File: src/rtl/nibble_collector.sv
// Assembles an N-bit word from M-bit nibbles arriving least-significant first,
// presenting it with a one-cycle done pulse; aborts a frame after TIMEOUT idle cycles.
module nibble_collector #(
  parameter int unsigned N       = 32,
  parameter int unsigned M       = 4,
  parameter int unsigned TIMEOUT = 16
) (
  input  logic         clk,
  input  logic         reset,
  input  logic         start,
  input  logic [M-1:0] nib_in,
  input  logic         nib_valid,
  output logic [N-1:0] data,
  output logic         done,
  output logic         busy,
  output logic         err
);

  localparam int unsigned K  = N / M;
  localparam int unsigned CW = $clog2(K) + 1;
  localparam int unsigned GW = $clog2(TIMEOUT) + 1;

  typedef enum logic {IDLE, COLLECT} state_t;

  state_t        state, state_next;
  logic [CW-1:0] cnt, cnt_next;
  logic [GW-1:0] gap, gap_next;
  logic [N-1:0]  shreg, shreg_next;
  logic [N-1:0]  data_next;
  logic          done_next, err_next;

  always_ff @(posedge clk) begin
    if (reset) begin
      state <= IDLE;
      cnt   <= '0;
      gap   <= '0;
      shreg <= '0;
      data  <= '0;
      done  <= 1'b0;
      err   <= 1'b0;
    end else begin
      state <= state_next;
      cnt   <= cnt_next;
      gap   <= gap_next;
      shreg <= shreg_next;
      data  <= data_next;
      done  <= done_next;
      err   <= err_next;
    end
  end

  assign busy = (state == COLLECT);

  always_comb begin
    state_next = state;
    cnt_next   = cnt;
    gap_next   = gap;
    shreg_next = shreg;
    data_next  = data;
    done_next  = 1'b0;
    err_next   = 1'b0;
    case (state)
      IDLE: begin
        if (start) begin
          state_next = COLLECT;
          cnt_next   = '0;
          gap_next   = '0;
          shreg_next = '0;
        end
      end
      COLLECT: begin
        // start outranks nib_valid, including a would-be final nibble
        if (start) begin
          cnt_next   = '0;
          gap_next   = '0;
          shreg_next = '0;
        end else if (nib_valid) begin
          for (int unsigned i = 0; i < K; i++) begin
            if (cnt == CW'(i)) shreg_next[i*M +: M] = nib_in;
          end
          cnt_next = cnt + CW'(1);
          gap_next = '0;
          if (cnt == CW'(K - 1)) begin
            data_next  = shreg_next;
            done_next  = 1'b1;
            state_next = IDLE;
            cnt_next   = '0;
          end
        end else if (TIMEOUT != 0) begin
          gap_next = gap + GW'(1);
          if (gap_next == GW'(TIMEOUT)) begin
            err_next   = 1'b1;
            state_next = IDLE;
          end
        end
      end
      default: state_next = IDLE;
    endcase
  end

endmodule
File: config.mk
export PLATFORM = sky130hd
export DESIGN_NAME = nibble_collector
export DESIGN_NICKNAME = d
export VERILOG_FILES = /design/src/rtl/nibble_collector.sv
export SDC_FILE = /design/constraint.sdc
export NUM_CORES = 1
export LEC_CHECK = 0
export BUFFER_PORTS_ARGS = -buffer_cell sky130_fd_sc_hd__buf_2
export CAP_MARGIN = 20
export CORE_MARGIN = 3
export CORE_UTILIZATION = 51
export CTS_BUF_LIST = sky130_fd_sc_hd__clkbuf_8
export DETAILED_ROUTE_END_ITERATION = 10
export GPL_TIMING_DRIVEN = 0
export PLACE_DENSITY_LB_ADDON = 0.25
export SYNTH_ARGS = -nofsm -noshare
export SYNTH_HDL_FRONTEND = slang
export SYNTH_SLANG_ARGS = --single-unit
File: constraint.sdc
create_clock -name clk -period 1.9 [get_ports clk]
set_clock_uncertainty 0.05 [all_clocks]
set_input_delay 0.285 -clock clk [delete_from_list [all_inputs] [get_ports clk]]
set_output_delay 0.285 -clock clk [all_outputs]
set_load 0.005 [all_outputs]
# Word level (Yosys, flattened, before mapping)
# Cells that the tools add are included.
[op_classes]
bitwise_logic = 3
eq_ne = 10
reduce_logical = 5
addsub = 2
mux = 29
[ops]
columns = ["op", "n"]
rows = [
  ["32-bit 2-to-1 mux", 3],
  ["32-bit one-hot mux with 2 select lines", 1],
  ["4-bit 2-to-1 mux", 12],
  ["4-bit by 3-bit equality test with 1-bit output, second input constant", 4],
  ["5-bit 2-to-1 mux", 3],
  ["5-bit one-hot mux with 2 select lines", 1],
  ["4-bit by 2-bit equality test with 1-bit output, second input constant", 2],
  ["4-bit one-hot mux with 2 select lines", 1],
  ["4-bit OR reduction", 2],
  ["1-bit 2-to-1 mux", 7],
  ["5-bit by 1-bit adder with 5-bit output, second input constant", 1],
  ["5-bit equality test, second input constant", 1],
  ["4-bit by 1-bit adder with 4-bit output, second input constant", 1],
  ["4-bit by 1-bit equality test with 1-bit output, second input constant", 1],
  ["4-bit zero test", 1],
  ["4-bit AND reduction", 1],
  ["3-bit != test, second input constant", 1],
  ["1-bit inverter", 3],
  ["2-bit != test, second input constant", 1],
  ["1-bit one-hot mux with 2 select lines", 1],
  ["2-bit AND reduction", 1],
]
[totals]
wordCells = 56
register_bits = 76
in_bits = 8
output_inout_bits = 35

# Logic depth before layout (Yosys ltp)
# Gate-level depths: netlist of the first run.
[logic_depth]
ltp_word = 6
depth_mapped = 6
ltp_nobuf = 5

# Worst setup path after synthesis of the first run
# No wires, ideal clock.
[synth_timing]
kind = "register -> register"
start = "reg cnt[0]"
end = "reg shreg[24]"
setup_slack_ns = 0.417
setup_time_ns = 0.132
path_stages_with_launch = 7
arrival_ns = 1.300
path_buffers = 1
period_less_slack_ns = 1.483
t_required_ns = 1.718
cell_sequence = "dfxtp_1 inv_1 ha_1 clkbuf_1 nand3_1 o21ai_0 a21oi_1"
[synth_between]
elab_chain_cells = 5
[synth_rtl]
columns = ["element", "line_no", "source"]
rows = [
  ["start: declaration", "26", "logic [CW-1:0] cnt, cnt_next;"],
  ["start signal: assignment", "43", "cnt <= cnt_next;"],
  ["4-bit by 3-bit equality test with 1-bit output", "79", "if (cnt == CW'(i)) shreg_next[i*M +: M] = nib_in;"],
  ["4-bit 2-to-1 mux", "79", ""],
  ["32-bit 2-to-1 mux", "77", "end else if (nib_valid) begin"],
  ["32-bit 2-to-1 mux", "73", "if (start) begin"],
  ["32-bit one-hot mux with 2 select lines", "62", "case (state)"],
  ["end signal: assignment", "45", "shreg <= shreg_next;"],
  ["end: declaration", "28", "logic [N-1:0] shreg, shreg_next;"],
]
# Every way passes these cells. The select of a mux whose other input is x is not followed.
# A chain may end at the register's enable or synchronous reset.

# Worst setup path after layout of the first run
[layout_timing]
start = "reg cnt[0]"
end = "reg shreg[1]"
[layout_between]
elab_chain_cells = 5
[layout_rtl]
columns = ["element", "line_no"]
rows = [
  ["4-bit zero test", "79"],
  ["4-bit 2-to-1 mux", "79"],
  ["32-bit 2-to-1 mux", "77"],
  ["32-bit 2-to-1 mux", "73"],
  ["32-bit one-hot mux with 2 select lines", "62"],
]
# Every way passes these cells. The select of a mux whose other input is x is not followed.

==> impl_metrics.tcl, run 1 <==
set metrics [dict create \
    wl_per_cell_um 16.58 \
    fin_crit_ps 1763 \
    ff_latch_area_um2 1441 \
    synth_edf_count 0 \
    crit_path_end_kind "flop" \
    max-slew-margin-rel_pct 55.73 \
    vdd_drop_max_v 0.0006279 \
    grt_pass1_vias 2943 \
    required_ps 2060 \
    cts_buffers 9 \
    place_area_um2 3661 \
    pin_count 43 \
    ys_warn_count 0 \
    synth_seq_area_share_pct 42.87 \
    grt_setup_unrepaired "no" \
    synthTopCellsByArea "dfxtp_1 (43%), a21oi_1 (9.7%), nand3_1 (9.4%)" \
    cp-start-kind "flop" \
    drive_above_1_share_pct 21.17 \
    synth_fp_nets 420 \
    arrival_ps 1920 \
    final-max-slew-violation-count 0 \
    grt_max_degree 14 \
    p_total_mw 3.004 \
    synth_top_cell_area_share_pct 42.87 \
    syn-cell-area_um2 3362 \
    finalWeightedCongestion 0.8524 \
    die_h_um 87.19 \
    cellLeakagePower_nw 1.360 \
    max_stage_delay_ps 360 \
    utilization_pct 63.09 \
    firstDrtPassIters 6 \
    initial_core_util_pct 54.53 \
    cpMaxStageDelayCell "dfxtp_1" \
    overflow 0 \
    diodes 0 \
    grt_pass1_wl_um 14230 \
    antenna_found_initial 0 \
    dp_hpwl_um 6366 \
    fin_area_um2 3890 \
    grt.total_usage_pct 24.16 \
    drc 0 \
    clk_pin_slew_worst_paths_ps 80 \
    die_w_um 87.19 \
    final_nets 472 \
    setup_tns_ps 0 \
    synth.most_common_cell "dfxtp_1" \
    cts_resized 1 \
    syn_area_per_cell_um2 8.281 \
    fillers 550 \
    status "finished, final reports clean" \
    cts_setup_buffers 0 \
    cts.path.max_buffers 2 \
    hold_buffers 0 \
    routed_wl_um 8921 \
    drt_iter0_markers 396 \
    rows 28 \
    multiInputGateArea_um2 1669 \
    ys.flop_type "dfxtp_1" \
    power_density_nw_per_um2 772.2 \
    dieArea_um2 7602 \
    cts_max_level 3 \
    hold_class "in2reg" \
    netlist_instances 406 \
    drv_cap 0 \
    crit_fanout 10 \
    io_buffers 41 \
    synthToLayoutAreaGrowth_pct 15.71 \
    ys_ff_latch 72 \
    hold_violations 0 \
    cts_tree "yes" \
    yosys.cell_types.count 43 \
    max_freq_mhz 567.1 \
    synth_top_cell_by_area "dfxtp_1" \
    path_class "reg2reg" \
    setup_violations 0 \
    crit_chain "inv_1 -> ha_1 -> clkbuf_2 -> nand3_2 -> o21ai_0 -> a21oi_1" \
    async_reset_ff_share_pct 0 \
    synth_common_cells "dfxtp_1 (72), a21oi_1 (65), nand3_1 (63)" \
    via_count 3258 \
    drtAntennaViolNets 0 \
    fin_crit_sh_pct 92.81 \
    worst_pin_slew_ps 664.1 \
    vias_per_cell 6.056 \
    cts_sinks 72 \
    core_area_um2 6166 \
    clock_latency_ps 350 \
    ctsRootBufferMaster "clkbuf_8" \
]
[per-layer routing]
metal / track usage [%] / wire (µm) / vias to the layer above
li1: - / - / 1595
met1: 33.18 / 4074 / 1517
met2: 36.99 / 3998 / 130
met3: 4.163 / 678 / 16
met4: 11.16 / 170 / 0
met5: 0 / 0 / -
[area by class of cell]
class                      instances  area share [%]
multi-input combinational        283           42.91
sequential                        72           37.05
buffer                            46           6.208
timing repair buffer              41           5.275
clock buffer                       9           3.184
clock inverter                     7           2.477
tap                               75           2.412
inverter                           5          0.4825
[worst paths after layout]
check,to,from,slack (ps),cells after the start
worst min register to register,data[30],data[30],420,2
worst max register to register,shreg[1],cnt[0],140,6
worst max-delay path,shreg[1],cnt[0],140,6
worst min-delay path,busy,start,190,2
[stage by stage]
step / cells / hold slack (ps) / worst slack (ps)
2_1_floorplan: 406 / 401.5 / 417.3
3_3_place_gp: 522 / 409.7 / -1.404
3_5_place_dp: 522 / 415.3 / -85.81
4_1_cts: 538 / 185.5 / 12.62
5_1_grt: 538 / 207.8 / 43.17
6_report: 538 / 189.9 / 136.5
[cells by family after synthesis]
kind of cell | Yosys count | share of synthesized area [%]
muxes | 2 | 0.5955
and+or+nand+nor | 137 | 21.85
buffers and inverters | 51 | 7.629
DFF | 72 | 42.87
adders and majority gates | 6 | 2.233
AOI/OAI and AO/OA | 137 | 24.56
xor gates and xnor gates | 1 | 0.2606
[cell usage in the layout, fill, tap and decap left out, types with 2 or more instances in the layout]
master / count
nand3_1: 62
a31oi_1: 2
buf_4: 11
a311oi_1: 26
nor2_4: 2
clkbuf_2: 6
inv_1: 5
clkbuf_8: 9
a311oi_2: 2
o21ai_0: 37
buf_1: 3
and3_1: 3
nand3b_1: 8
or3b_2: 3
clkinvlp_4: 2
nor2_1: 3
nor3_1: 2
clkbuf_1: 15
mux2i_1: 2
and3b_1: 3
bufinv_16: 2
a21oi_1: 65
nand2_1: 34
buf_2: 51
nor2b_1: 2
ha_1: 6
nand4_1: 4
dfxtp_1: 72
[worst max-delay path: cells and delay by family, from the launching register on]
| kind | cells | cell delay [ps] |
|---|---|---|
| adders and majority gates | 1 | 210 |
| buffers and inverters | 2 | 400 |
| and+or+nand+nor | 1 | 210 |
| DFF | 1 | 360 |
| AOI/OAI and AO/OA | 2 | 390 |
[report_power, final]
group	switching [mW]	internal [mW]
clock network	0.600	0.741
registers	0.00546	1.51
logic	0.106	0.0389
[state kept, by name (all words and copies together) (netlist names)]
name / count
done: 1
cnt: 4
shreg: 28
busy: 1
err: 1
gap: 5
data: 32
Power figures use the tool's default switching activity.
==> run 2, diff against run 1 <==
Settings changed: ABC_AREA from default to 1, GPL_TIMING_DRIVEN 0 to default.
==> run 2 against run 1 <==
Final cell count up 8.4%. Die area fell by 4.8%. Critical endpoint is now data[18]. Routed wire length shrank 19%. Synthesized cell count grew 13%. Critical path type unchanged. Design area shrank 6.2%. Largest power group unchanged. Synthesized area is 5.2% lower. Sequential cell count stayed put. Critical path depth is 2 higher. Combinational power is 10% lower. Sequential share of layout area rose by 2.5 points. Worst setup slack improved by 150 ps.
==> impl_metrics.tcl, run 2 <==
set metrics [dict create \
    fin_crit_sh_pct 84.86 \
    ys_ff_latch 72 \
    pwr-share-comb_pct 4.7 \
    path_class "reg2reg" \
    vdd_drop_max_v 0.0004125 \
    diodes 0 \
    final_nets 517 \
    final_cell_mix "nand2_1 (180), dfxtp_1 (72), a21oi_1 (67)" \
    synth_top_cell_by_area "dfxtp_1" \
    pin_count 43 \
    fin_area_um2 3649 \
    top_layer "met4" \
    core_area_um2 5991 \
    worst_pin_slew_ps 455.2 \
    syn_area_per_cell_um2 6.958 \
    synth_common_cells "nand2_1 (180), dfxtp_1 (72), a21oi_1 (67)" \
    grt_max_degree 29 \
    cts_tree "yes" \
    rows 28 \
    grt.total_usage_pct 20.73 \
    ys.flop_type "dfxtp_1" \
    power_density_nw_per_um2 764.8 \
    cellLeakagePower_nw 1.683 \
    net-switching-power_mw 0.6558 \
    drive_above_1_share_pct 14.96 \
    yosys.cell_types.count 25 \
    regMostFlops "data" \
    multiInputGateArea_um2 1466 \
    fin_crit_ps 1612 \
    met1Wirelength_um 3384 \
    grt_setup_unrepaired "no" \
    io_buffers 42 \
    ctsRootBufferMaster "clkbuf_8" \
    routed_wl_um 7197 \
    final-max-slew-violation-count 0 \
    required_ps 2090 \
    wl_per_cell_um 12.34 \
    fillers 571 \
    syn-cell-area_um2 3187 \
    setup_tns_ps 0 \
    clock_latency_ps 340 \
    cts_buffers 9 \
    arrival_ps 1800 \
    seqPwrFrac_pct 54.5 \
    max-slew-margin-rel_pct 69.62 \
    synth_top_cell_area_share_pct 45.23 \
    utilization_pct 60.90 \
    antenna_found_initial 0 \
    die_h_um 85.05 \
    dieArea_um2 7234 \
    overflow 0 \
    drc 0 \
    drt_iter0_markers 127 \
    synth_fp_nets 472 \
    crit_path_end_kind "flop" \
    cts_resized 0 \
    grt_pass1_wl_um 12010 \
    crit_fanout 8 \
    via_count 2941 \
    hold_violations 0 \
    drv_cap 0 \
    cts_max_level 3 \
    synth_edf_count 0 \
    grt_pass1_vias 2661 \
    status "finished, final reports clean" \
    p_sw_share_pct 23.50 \
    final_cells 583 \
    netlist_instances 458 \
    synth.most_common_cell "nand2_1" \
    largest_register_ffs 32 \
    dp_hpwl_um 4979 \
    p_total_mw 2.790 \
    hold_class "in2reg" \
    firstDrtPassIters 4 \
    finalWeightedCongestion 0.8704 \
    wl_met2_um 3299 \
    async_reset_ff_share_pct 0 \
    die_w_um 85.05 \
    dp_cells 567 \
    top_regs "data: 32 flops, shreg: 28 flops, gap: 5 flops" \
    synth_seq_area_share_pct 45.23 \
    met3WireLength_um 429 \
    cts_setup_buffers 0 \
    drtAntennaViolNets 0 \
    final_common_cell "nand2_1" \
    synthTopCellsByArea "dfxtp_1 (45%), nand2_1 (21%), a21oi_1 (11%)" \
    ys_warn_count 0 \
    ff_latch_area_um2 1441 \
    setup_violations 0 \
    initial_core_util_pct 53.20 \
    vias_per_cell 5.045 \
    p_clk_share_pct 40.9 \
    cp-start-kind "flop" \
    cts_sinks 72 \
    place_area_um2 3468 \
    max_freq_mhz 620.2 \
    hold_buffers 0 \
    cts.path.max_buffers 2 \
    synthToLayoutAreaGrowth_pct 14.49 \
    p_int_mw 2.135 \
    clk_pin_slew_worst_paths_ps 70 \
]
run 2: power by group through the flow:
stage	clock, mW	sequential, mW	combinational, mW
2_1_floorplan	0	1.55	0.0728
3_3_place_gp	0	1.55	0.129
3_5_place_dp	0	1.55	0.129
4_1_cts	1.16	1.52	0.130
5_1_grt	1.22	1.52	0.143
6_report	1.14	1.52	0.130
run 2: path summary, 6_finish.rpt:
kind	startpoint	endpoint	slack, ps	cells past startpoint
setup reg to reg	cnt[0]	data[18]	290	8
hold reg to reg	data[10]	data[10]	410	2
hold / removal	nib_in[2]	data[30]	240	3
setup / recovery	cnt[0]	data[18]	290	8
run 2: logic make-up (layout without fill, tap and decap cells):
group / count (synthesis) / in the layout / share of synthesized area (%)
AO/OA/AOI/OAI: 88 / 88 / 14.21
flip-flops: 72 / 72 / 45.23
AND/OR/NAND/NOR: 228 / 228 / 29.45
buffers and inverters: 64 / 114 / 8.755
adder cells (fa/ha/maj): 6 / 6 / 2.356
run 2: layer usage:
layer / vias up / global-route usage (%)
li1: 1535 / -
met2: 68 / 33.76
met5: - / 0
met3: 8 / 4.951
met4: 0 / 9.640
met1: 1330 / 25.87
run 2: area by class of cell:
class                   instances  share of cell area, %
clock buffers                   9                  3.395
clock inverters                 7                  1.543
inverters                      44                  4.561
multi-input cells             322                  40.19
flip-flops and latches         72                  39.51
well taps                      75                  2.572
repair buffers                 54                  8.230
run 2: critical path: stages (launching register included):
cell and delay, ps:
dfxtp_1 420, inv_1 110, ha_1 290, nand2_1 250, nand2_1 80, o21ai_1 80
inv_1 80, nand2_1 70, a21oi_1 80
run 2: metrics by stage:
| stage | hold WS (ps) | worst slack [ps] |
|---|---|---|
| after floorplan | 379.6 | 500.0 |
| after global placement | 399.3 | 349.8 |
| after detailed placement | 401.7 | 309.1 |
| after CTS | 227.8 | 303.6 |
| after global routing | 248.5 | 124.7 |
| final | 240.7 | 287.6 |
==> run 3, diff against run 2 <==
Clock period 1.9 ns to 1.3 ns, I/O delays scaled along.
==> run 3 against run 2 <==
The flow now finishes with violations (negative setup slack). Critical path depth fell by 1. Power rose by 52%. Design area rose by 18%. Non-clock buffer count rose by 19. Core utilization rose by 11 points. Sequential cell count did not move. Via count rose by 7.6%. Die area did not move. Sequential power rose by 45%. Highest routed layer unchanged.
==> impl_metrics.tcl, run 3 (same netlist as run 2, synthesis figures left out) <==
set metrics [dict create \
    finalWorstSetupSlack_ps -88.58 \
    path_buf_inv 3 \
    vias_per_cell 5.256 \
    required_ps 1530 \
    max_stage_delay_ps 380 \
    min_path_cells 4 \
    cpMaxStageDelayCell "dfxtp_4" \
    routed_wl_um 8381 \
    io_buffers 42 \
    cp-start-kind "flop" \
    clock_latency_ps 350 \
    grt_pass1_wl_um 12870 \
    synthToLayoutAreaGrowth_pct 35.18 \
    final_common_cell "nand2_1" \
    status "finished with violations" \
    cts_tree "yes" \
    arrival_ps 1620 \
    die_w_um 85.05 \
    core_area_um2 5991 \
    min_from "nib_valid" \
    cp.depth 7 \
    timing.rr.start "cnt[2]" \
    ff_latch_area_um2 1460 \
    fin_crit_ps 1389 \
    crit_family "simple AND/OR/NAND/NOR gates" \
    grt_max_degree 29 \
    dieArea_um2 7234 \
    cts_max_level 3 \
    firstDrtPassIters 4 \
    grt_pass1_vias 2885 \
    cts_sinks 72 \
    largest_register_ffs 32 \
    top_regs "data: 32 flops, shreg: 28 flops, gap: 5 flops" \
    max_freq_mhz 720.2 \
    dp_hpwl_um 4986 \
    drt_iter0_markers 228 \
    max-slew-margin-rel_pct 74.47 \
    grt.total_usage_pct 22.00 \
    cellLeakagePower_nw 1.855 \
    pin_count 43 \
    drtAntennaViolNets 0 \
    ctsRootBufferMaster "clkbuf_8" \
    worst_pin_slew_ps 383.0 \
    crit_chain "inv_4 -> nor2_4 -> nand3_4 -> inv_4 -> clkbuf_16 -> nand2_1 -> a21oi_1" \
    path_class "reg2reg" \
    setup_violations 41 \
    final_cells 602 \
    drc 0 \
    wl_per_cell_um 13.92 \
    hold_class "in2reg" \
    antenna_found_initial 0 \
    whs_endpoint "gap[1]" \
    drive_above_1_share_pct 33.59 \
    crit_top_cell "inv_4" \
    final_cell_mix "nand2_1 (158), dfxtp_1 (65), buf_2 (42)" \
    crit_path_end_kind "flop" \
    fin_crit_sh_pct 106.8 \
    fillers 463 \
    diodes 0 \
    crit_fanout 14 \
    p_total_mw 4.230 \
    regMostFlops "data" \
    dp_cells 578 \
    violations "negative setup slack" \
    vdd_drop_max_v 0.0008045 \
    cts_buffers 9 \
    final_nets 536 \
    clk_pin_slew_worst_paths_ps 80 \
    place_area_um2 3660 \
    via_count 3164 \
    overflow 0 \
    drv_cap 0 \
    setup_tns_ps -2091 \
    die_h_um 85.05 \
    finalWeightedCongestion 0.7933 \
    worstReg2RegEnd "data[26]" \
    reg2reg_depth 7 \
    r2r_slack_ps -90 \
    power_density_nw_per_um2 981.9 \
    grt_setup_unrepaired "yes" \
    fin_area_um2 4308 \
    final-max-slew-violation-count 0 \
    cts.path.max_buffers 2 \
    place_ws_ps -80.61 \
    hold_violations 0 \
    initial_core_util_pct 53.20 \
    rows 28 \
    multiInputGateArea_um2 1794 \
]
==> run 3: cell types whose count changed in the layout (fill, tap and decap cells not counted), sizes merged <==
cell / before / now
clkbuf: 9 / 11
buf: 54 / 71
inv: 46 / 44
clkinvlp: 0 / 2
==> run 3: through the flow <==
step                      hold WS (ps)  utilization [%]
after detailed placement         401.8            61.09
after CTS                        130.5            66.52
after floorplan                  289.6                -
final                            149.9            71.91
after global routing             157.0            71.91
after global placement           398.1            61.09
==> run 3: how the worst max path moves through the flow <==
| stage | from | slack (ps) | end |
|---|---|---|---|
| 2_1_floorplan | busy | -20 | data[15] |
| 4_1_cts | cnt[3] | -10 | data[4] |
| 6_report | cnt[2] | -90 | data[26] |
| 5_1_grt | cnt[1] | -190 | shreg[4] |
| 3_5_place_dp | cnt[1] | -80 | data[12] |
| 3_3_place_gp | cnt[1] | -30 | data[13] |
==> run 3: timing repair <==
item,CTS,global route
setup endpoints to repair,49,65
hold buffers,0,0
buffers inserted,3,3
pin swaps,4,27
cloned,0,2
gates resized for setup,27,78
==> run 3: layout make-up <==
cell class                 instances  area share [%]
timing repair buffer              73           13.65
sequential                        72           33.89
tap                               75           2.178
multi-input combinational        322           41.65
clock inverter                     7           1.685
clock buffer                       9           2.875
inverter                          44           4.066
==> run 3: report_power, final <==
part / leakage, nW / switching (mW) / internal (mW) / total, mW
Clock: 0.0952 / 0.874 / 0.884 / 1.76
Sequential: 0.585 / 0.00861 / 2.21 / 2.21
Combinational: 1.17 / 0.172 / 0.0857 / 0.258
Total: 1.85 / 1.05 / 3.18 / 4.23
==> run 3: worst register-to-register path: cells and delay by family (launching register included) <==
family | cells | cell delay (ps)
AOI/OAI and AO/OA | 1 | 130
DFF | 1 | 380
and+or+nand+nor | 3 | 430
buffers and inverters | 3 | 320
==> run 3: metal layers <==
layer  vias to the layer above  wire length [µm]  part of all wire (%)  GRT usage (%)
li1                       1578                 -                     -              -
met1                      1485              3642                    43          25.85
met2                        83              4152                    50          39.05
met3                        18               442                   5.3          5.437
met4                         0               143                   1.7          7.194
met5                         -                 0                     0              0
